File: config.mk
export PLATFORM = sky130hd
export DESIGN_NAME = button_irq_source_flat
export DESIGN_NICKNAME = d
export VERILOG_FILES = /design/src/rtl/button_irq_source_if.sv /design/src/rtl/button_irq_source.sv /design/src/flat_wrapper.sv
export SDC_FILE = /design/constraint.sdc
export NUM_CORES = 1
export LEC_CHECK = 0
export CAP_MARGIN = 25
export CORE_AREA = 2 2 59 50
export DETAILED_ROUTE_END_ITERATION = 10
export DIE_AREA = 0 0 61 52
export PLACE_DENSITY = 0.8
export RECOVER_POWER = 100
export REMOVE_ABC_BUFFERS = 1
export SYNTH_ARGS = -nofsm -noshare
export SYNTH_HDL_FRONTEND = slang
export SYNTH_SLANG_ARGS = --single-unit
export TNS_END_PERCENT = 30
File: constraint.sdc
create_clock -name clk_clk -period 3.1 [get_ports clk_clk]
set_clock_uncertainty 0.15 [all_clocks]
set_input_delay 0.93 -clock clk_clk [delete_from_list [all_inputs] [get_ports clk_clk]]
set_output_delay 0.93 -clock clk_clk [all_outputs]
set_load 0.05 [all_outputs]
File: src/rtl/button_irq_source_if.sv
// Push-button interrupt bundle: raw key and ack in, irq level and status out.
// master is the interrupt producer, slave the consuming CPU side.
interface button_irq_source_if;
  logic       button_n;
  logic       irq_ack;
  logic       irq;
  logic       missed;
  logic       button_level;
  logic [7:0] press_count;

  modport master (
    input  button_n,
    input  irq_ack,
    output irq,
    output missed,
    output button_level,
    output press_count
  );

  modport slave (
    output button_n,
    output irq_ack,
    input  irq,
    input  missed,
    input  button_level,
    input  press_count
  );
endinterface

File: src/rtl/button_irq_source.sv
// Alarm-clock key interrupt source: sync, debounce, press detect,
// pending irq with ack, sticky missed flag and press counter.
module button_irq_source #(
  parameter int unsigned DEBOUNCE_CYCLES = 50000,
  parameter int unsigned CNT_W           = 16
) (
  input logic clk_clk,
  input logic reset_reset,
  button_irq_source_if.master bus
);

  localparam logic [0:0] IDLE    = 1'b0;
  localparam logic [0:0] PENDING = 1'b1;

  localparam logic [CNT_W-1:0] CNT_MAX =
    CNT_W'(DEBOUNCE_CYCLES - 1);

  logic             sync1;
  logic             sync2;
  logic             stable;
  logic             stable_q;
  logic             level;
  logic [CNT_W-1:0] cnt;
  logic [0:0]       state;
  logic [0:0]       state_nxt;
  logic             missed;
  logic [7:0]       count;
  logic             press;

  always_ff @(posedge clk_clk or posedge reset_reset) begin
    if (reset_reset) begin
      sync1 <= 1'b1;
      sync2 <= 1'b1;
    end else begin
      sync1 <= bus.button_n;
      sync2 <= sync1;
    end
  end

  always_ff @(posedge clk_clk or posedge reset_reset) begin
    if (reset_reset) begin
      stable <= 1'b1;
      cnt    <= '0;
    end else if (sync2 != stable) begin
      if (cnt == CNT_MAX) begin
        stable <= sync2;
        cnt    <= '0;
      end else begin
        cnt <= cnt + CNT_W'(1);
      end
    end else begin
      cnt <= '0;
    end
  end

  // stable_q lags stable so press marks the 1->0 edge only
  assign press = stable_q & ~stable;

  always_ff @(posedge clk_clk or posedge reset_reset) begin
    if (reset_reset) begin
      stable_q <= 1'b1;
      level    <= 1'b0;
    end else begin
      stable_q <= stable;
      level    <= ~stable;
    end
  end

  always_comb begin
    state_nxt = state;
    case (state)
      IDLE:    if (press) state_nxt = PENDING;
      PENDING: if (!press && bus.irq_ack) state_nxt = IDLE;
      default: state_nxt = IDLE;
    endcase
  end

  always_ff @(posedge clk_clk or posedge reset_reset) begin
    if (reset_reset) begin
      state <= IDLE;
    end else begin
      state <= state_nxt;
    end
  end

  // a press that collides with an ack is absorbed, not reported
  always_ff @(posedge clk_clk or posedge reset_reset) begin
    if (reset_reset) begin
      missed <= 1'b0;
    end else if (press && state == PENDING) begin
      if (!bus.irq_ack) missed <= 1'b1;
    end else if (bus.irq_ack) begin
      missed <= 1'b0;
    end
  end

  always_ff @(posedge clk_clk or posedge reset_reset) begin
    if (reset_reset) begin
      count <= 8'h00;
    end else if (press) begin
      count <= count + 8'd1;
    end
  end

  assign bus.irq          = (state == PENDING);
  assign bus.missed       = missed;
  assign bus.button_level = level;
  assign bus.press_count  = count;

endmodule

File: src/flat_wrapper.sv
// flat-port wrapper written by rule: the top's interface ports become plain ports
module button_irq_source_flat 
#(
  parameter int unsigned DEBOUNCE_CYCLES = 50000,
  parameter int unsigned CNT_W           = 16
)
  (clk_clk, reset_reset, bus_button_n, bus_irq_ack, bus_irq, bus_missed, bus_button_level, bus_press_count);
  button_irq_source_if bus_i ();
  input logic clk_clk;
  input logic reset_reset;
  input wire logic [$bits(bus_i.button_n)-1:0] bus_button_n;
  input wire logic [$bits(bus_i.irq_ack)-1:0] bus_irq_ack;
  output wire logic [$bits(bus_i.irq)-1:0] bus_irq;
  output wire logic [$bits(bus_i.missed)-1:0] bus_missed;
  output wire logic [$bits(bus_i.button_level)-1:0] bus_button_level;
  output wire logic [$bits(bus_i.press_count)-1:0] bus_press_count;
  assign bus_i.button_n = bus_button_n;
  assign bus_i.irq_ack = bus_irq_ack;
  assign bus_irq = bus_i.irq;
  assign bus_missed = bus_i.missed;
  assign bus_button_level = bus_i.button_level;
  assign bus_press_count = bus_i.press_count;
  button_irq_source #(.DEBOUNCE_CYCLES(DEBOUNCE_CYCLES), .CNT_W(CNT_W)) u_core (.clk_clk(clk_clk), .reset_reset(reset_reset), .bus(bus_i));
endmodule
==> flow_summary_export.csv, run 1 <==
group,metric,value,unit
status,status,"complete, but fails checks",
status,violations,"max-capacitance violations, max-slew violations",
synthesis,synthArstFlopShare,100,%
floorplan,io_pins,15,
floorplan,fp.dieW,61,um
synthesis,synth_area_per_cell,11.4,um^2
clocking,post_cts_buffers,0,
global_routing,grt_use_met2,23.7,%
clocking,cts_tree,"yes",
clocking,cts_buffers,5,
global_routing,grt.busiest_layer,"met1",
hold_path,min_from,"u_core.sync1$_DFF_PP1_",
finish,mostFrequentLayoutCell,"dfrtp_1",
timing,min_period,2.74,ns
critical_path,cpMaxStageDelayCell,"dlygate4sd3_1",
critical_path,path_cells,"dlygate4sd3_1",
critical_path,r2r_start,"u_core.cnt[4]$_DFF_PP0_",
placement,place_congestion,0.827,
critical_path,crit_required,2.02,ns
global_routing,grtUsageMet1,24.2,%
critical_path,crit_path_start_kind,"flop",
placement,portBuffers,14,
global_routing,antenna_found_initial,0,
finish,fillCellCount,219,
clocking,cts-root-buf,"clkbuf_4",
timing,setup-violations-final,0,
synthesis,synth_edf_count,0,
timing,worst_pin_slew,1.55,ns
timing,grt_setup_unrepaired,"false",
timing,min_period_over_period,88.3,%
critical_path,critPathKind,"flop to output pin",
critical_path,reg2reg_depth,4,
global_routing,gr-usage-met3,5.97,%
critical_path,rrSetupSlack,1.16,ns
timing,whs,0.215,ns
synthesis,ys_seq_area_share,57.1,%
power_and_ir_drop,p_per_area,470,nW/um^2
timing,fmax,366,MHz
floorplan,die-area,3170,um^2
global_routing,grt_pass1_wl,3.88,mm
timing,slew_viol_final,32,
power_and_ir_drop,ir_worst_vdd,0.278,mV
route,dr.pass1.iters,4,
synthesis,synth_cells,120,
synthesis,synth_cell_types,28,
clocking,clk_pin_slew,0.09,ns
finish,layout_common_cells,"27 x dfrtp_1, 15 x nor2_1, 13 x dlygate4sd3_1",
critical_path,critPathTopFamily,"buffers and inverters",
route,drc_errors,0,
finish,diodes,0,
timing,slew_headroom,-3.40,%
clocking,cts_hold_buf,0,
floorplan,num_rows,17,
run,maxCapViolations,1,
critical_path,slowest_delay,0.89,ns
global_routing,grt_pass1_vias,854,
hold_path,whs_endpoint,"u_core.sync2$_DFF_PP1_",
clocking,cts_num_sinks,31,
clocking,cts_buffer_depth,2,
clocking,cts-resized-gates,0,
critical_path,arrival,1.66,ns
critical_path,critPathBufInv,1,
timing,hold_violations,0,
hold_path,hp-class,"flop to flop",
synthesis,syn_area,1370,um^2
global_routing,grt-ovfl-total,0,
global_routing,grt_use_total,17.9,%
route,avgRoutedWirePerCell,12.9,um
critical_path,critPathMaxFanout,5,
placement,dpl.hpwl,1.57,mm
synthesis,synth_seq_cells,31,
clocking,clock_latency,0.34,ns
timing,tns,0,ns
finish,drive_above_1_share,10.0,%
route,drt-initial-drc-count,60,
global_routing,grt_max_degree,32,
critical_path,reg2reg_to,"u_core.cnt[10]$_DFF_PP0_",
critical_path,end_kind,"output pin",
synthesis,synth_warnings,0,
route,viasPerCell,5.23,
finish,nets,145,
finish,syn_to_final_growth,19.1,%
hold_path,hold_depth,0,
route,ant_nets,0,
floorplan,start_util,52.3,%
clocking,h-tree-depth,2,
floorplan,core,2620,um^2
finish,multi_input_area,556,um^2
floorplan,die_h,52,um
synthesis,ys.flop_type,"dfrtp_1",
finish,seqCellArea,781,um^2
route,vias,931,
route,wirelength,2.30,mm
power_and_ir_drop,power.leakage,0.755,nW
[report_power, final]
group | switching (W) | leakage, nW | internal (W)
Clock | 0.000141 | 0.0482 | 0.000190
Combinational | 0.0000136 | 0.295 | 0.00000662
Sequential | 0.00000397 | 0.412 | 0.000410
[area by class of cell]
class	count	area share (%)
inverters	4	0.922
multi-input cells	82	34.1
clock inverters	2	2.15
flip-flops and latches	31	47.9
repair buffers	15	8.83
clock buffers	6	3.15
well taps	38	2.92
[metrics by stage]
step / instances / cell area, um^2 / util (%) / worst slack, ns / total power, W
final: 178 / 1630 / 62.3 / 0.364 / 0.000765
after global routing: 178 / 1630 / 62.3 / 0.245 / 0.000802
after CTS: 178 / 1630 / 62.4 / 0.419 / 0.000775
after detailed placement: 170 / 1550 / 59.1 / 0.804 / 0.000444
after global placement: 170 / 1550 / 59.1 / 0.815 / 0.000442
after floorplan: 117 / 1350 / - / 1.36 / 0.000433
[worst max path at each step]
stage / slack, ns / cells past startpoint / endpoint / start
final: 0.36 / 1 / bus_press_count[3] / u_core.bus.press_count[3]$_DFFE_PP0P_
after global routing: 0.25 / 3 / u_core.cnt[12]$_DFF_PP0_ / reset_reset
after CTS: 0.42 / 1 / bus_press_count[3] / u_core.bus.press_count[3]$_DFFE_PP0P_
after detailed placement: 0.80 / 1 / bus_press_count[3] / u_core.bus.press_count[3]$_DFFE_PP0P_
after global placement: 0.82 / 1 / bus_press_count[3] / u_core.bus.press_count[3]$_DFFE_PP0P_
after floorplan: 1.36 / 1 / u_core.bus.button_level$_DFF_PP0_ / reset_reset
[registers in the layout, summed over array words and instances (netlist names)]
| name | count |
|---|---|
| u_core.bus.button_level | 1 |
| u_core.bus.irq | 1 |
| u_core.bus.missed | 1 |
| u_core.bus.press_count | 8 |
| u_core.cnt | 16 |
| u_core.stable | 1 |
| u_core.stable_q | 1 |
| u_core.sync1 | 1 |
| u_core.sync2 | 1 |
[Yosys cell counts (3+ instances only)]
cell,number,area [um^2]
dfrtp_1,27,676
nor2_1,15,56.3
xnor2_1,12,105
xor2_1,8,70.1
nand4_1,7,43.8
nand3_1,6,30.0
and3_1,5,31.3
nand2_1,5,18.8
dfstp_2,4,105
inv_1,4,15.0
and4_1,3,26.3
[kinds of logic (layout without fill, tap and decap cells)]
group | after synthesis | in the layout | share of synthesized area [%]
and+or+nand+nor | 52 | 52 | 21.2
DFF | 31 | 31 | 57.1
xor gates and xnor gates | 20 | 20 | 12.8
buffers and inverters | 7 | 27 | 2.29
AOI/OAI and AO/OA | 5 | 5 | 2.38
adders and majority gates | 3 | 3 | 2.56
muxes | 2 | 2 | 1.65
[per-layer routing]
layer | part of all wire (%) | wire length, um | up-vias
met3 | 3.7 | 84 | 8
li1 | - | - | 456
met4 | 3.2 | 74 | 0
met1 | 49 | 1120 | 454
met5 | 0 | 0 | -
met2 | 44 | 1020 | 13
(Power assumes the default switching activity.)
==> inputs of run 2 (changes only) <==
--- a/config.mk
+++ b/config.mk
@@ -7,9 +7,12 @@
 export LEC_CHECK = 0
 export CAP_MARGIN = 25
 export CORE_AREA = 2 2 59 50
+export CTS_BUF_LIST = sky130_fd_sc_hd__clkbuf_16
 export DETAILED_ROUTE_END_ITERATION = 10
 export DIE_AREA = 0 0 61 52
-export PLACE_DENSITY = 0.8
+export DONT_BUFFER_PORTS = 1
+export GPL_ROUTABILITY_DRIVEN = 0
+export PLACE_DENSITY = 0.73
 export RECOVER_POWER = 100
 export REMOVE_ABC_BUFFERS = 1
 export SYNTH_ARGS = -nofsm -noshare
==> run 2 against run 1 <==
Effect of this change:
- the run still ends with max-capacitance violations, max-slew violations left
- register-to-register slack got worse by 0.02 ns
- global-route usage rose by 1.6 points
- utilization fell by 2.4 points
- sequential power barely moved
- hold slack got worse by 0.010 ns
- die area did not move
- design area fell by 3.8%
- non-clock buffer count fell by 14
- first-iteration DRC count rose by 40%
- final cell count fell by 7.9%
- combinational power fell by 13%
- largest power group is now clock
==> flow_summary_export.csv, run 2 (synthesis results as in run 1) <==
group,metric,value,unit
run,maxCapViolations,1,
critical_path,reg2reg_to,"u_core.cnt[10]$_DFF_PP0_",
finish,fin_area,1570,um^2
critical_path,slowest_delay,1.15,ns
power_and_ir_drop,p_clk_share,55.3,%
floorplan,io_pins,15,
critical_path,cpMaxStageDelayCell,"clkbuf_1",
placement,dpl.hpwl,1.72,mm
timing,setup-violations-final,0,
finish,diodes,0,
clocking,clk_pin_slew,0.05,ns
status,violations,"max-capacitance violations, max-slew violations",
route,vias,889,
clocking,cts_buffer_depth,2,
critical_path,arrival,2.11,ns
route,dr.pass1.iters,4,
finish,largest_reg_flops,16,
clocking,cts_tree,"yes",
timing,slew_viol_final,32,
critical_path,critPathMaxFanout,31,
timing,min_period,2.17,ns
timing,slew_headroom,-5.94,%
critical_path,r2r_start,"u_core.cnt[4]$_DFF_PP0_",
clocking,cts_buffers,5,
timing,hold_violations,0,
finish,nets,131,
global_routing,grt_pass1_wl,4.28,mm
critical_path,crit_required,3.04,ns
critical_path,critPathTopFamily,"buffers and inverters",
floorplan,start_util,52.3,%
critical_path,critPathKind,"primary input to asynchronous set/reset pin",
power_and_ir_drop,ir_worst_vdd,0.404,mV
floorplan,num_rows,17,
hold_path,min_from,"u_core.sync1$_DFF_PP1_",
floorplan,fp.dieW,61,um
route,drt-initial-drc-count,84,
clocking,cts_num_sinks,31,
global_routing,grt_use_total,19.6,%
finish,drive_above_1_share,10.3,%
critical_path,rrSetupSlack,1.14,ns
critical_path,critPathBufInv,2,
global_routing,grt_max_degree,32,
power_and_ir_drop,p_per_area,618,nW/um^2
power_and_ir_drop,comb_power_share,1.8,%
clocking,cts-resized-gates,0,
critical_path,path_cells,"inv_1 > clkbuf_1",
finish,mostFrequentLayoutCell,"dfrtp_1",
critical_path,reg2reg_depth,4,
clocking,cts_hold_buf,0,
hold_path,hp-class,"flop to flop",
power_and_ir_drop,internal_power,0.000788,W
hold_path,hold_depth,0,
critical_path,crit_path_start_kind,"primary input",
clocking,cts-root-buf,"clkbuf_16",
power_and_ir_drop,p_seq_share,42.9,%
power_and_ir_drop,p_sw_share,18.5,%
route,avgRoutedWirePerCell,16.0,um
status,status,"complete, but fails checks",
finish,syn_to_final_growth,14.5,%
route,viasPerCell,5.42,
clocking,post_cts_buffers,0,
timing,fmax,461,MHz
timing,tns,0,ns
floorplan,core,2620,um^2
route,wirelength,2.63,mm
global_routing,antenna_found_initial,0,
global_routing,grt-ovfl-total,0,
finish,top_register,"u_core.cnt",
floorplan,die_h,52,um
clocking,clock_latency,0.27,ns
timing,worst_pin_slew,1.59,ns
route,drc_errors,0,
power_and_ir_drop,switchingPower,0.000179,W
floorplan,die-area,3170,um^2
hold_path,whs_endpoint,"u_core.sync2$_DFF_PP1_",
placement,placed_area,1410,um^2
route,ant_nets,0,
finish,layout_common_cells,"27 x dfrtp_1, 15 x nor2_1, 12 x xnor2_1",
power_and_ir_drop,power.leakage,0.703,nW
critical_path,end_kind,"asynchronous set/reset pin",
clocking,h-tree-depth,2,
timing,min_period_over_period,70.0,%
placement,portBuffers,0,
timing,grt_setup_unrepaired,"false",
global_routing,grt_pass1_vias,937,
-- run 2: final cells by class --
cell class | instances | area (um^2)
timing repair buffer | 1 | 3.75
fill | 219 | 1050
tap | 38 | 47.5
clock buffer | 5 | 125
sequential | 31 | 781
clock inverter | 3 | 38.8
inverter | 4 | 15.0
multi-input combinational | 82 | 556
-- run 2: through the flow --
stage / hold WS, ns / total power [W] / cells / worst slack (ns) / util, %
global placement: 0.196 / 0.000439 / 156 / 1.29 / 53.8
global route: 0.212 / 0.00101 / 164 / 0.572 / 59.9
CTS: 0.207 / 0.000982 / 164 / 1.04 / 60.0
finish: 0.205 / 0.000968 / 164 / 0.930 / 59.9
floorplan: 0.195 / 0.000433 / 117 / 1.36 / -
detailed placement: 0.199 / 0.000440 / 156 / 1.19 / 53.8
-- run 2: worst max-delay path by stage --
stage	cells after the start	startpoint	end	slack, ns
floorplan	1	reset_reset	u_core.bus.button_level$_DFF_PP0_	1.36
global placement	4	u_core.cnt[4]$_DFF_PP0_	u_core.cnt[12]$_DFF_PP0_	1.29
detailed placement	4	u_core.cnt[4]$_DFF_PP0_	u_core.cnt[7]$_DFF_PP0_	1.19
CTS	0	u_core.bus.press_count[3]$_DFFE_PP0P_	bus_press_count[3]	1.04
global route	2	reset_reset	u_core.cnt[6]$_DFF_PP0_	0.57
finish	2	reset_reset	u_core.cnt[14]$_DFF_PP0_	0.93
-- run 2: routing by layer --
layer,up-vias,track usage (%),share of wire (%)
met4,0,13.4,2.8
met3,7,6.22,4.1
met5,-,0,0
met2,16,28.1,46
met1,438,24.8,47
li1,428,-,-
-- run 2: power by group through the flow --
stage	clock network [W]	registers [W]	logic, W
final	0.000535	0.000415	0.0000176
after floorplan	0	0.000420	0.0000132
after CTS	0.000548	0.000415	0.0000187
after global placement	0	0.000421	0.0000182
after global routing	0.000570	0.000415	0.0000206
after detailed placement	0	0.000421	0.0000186
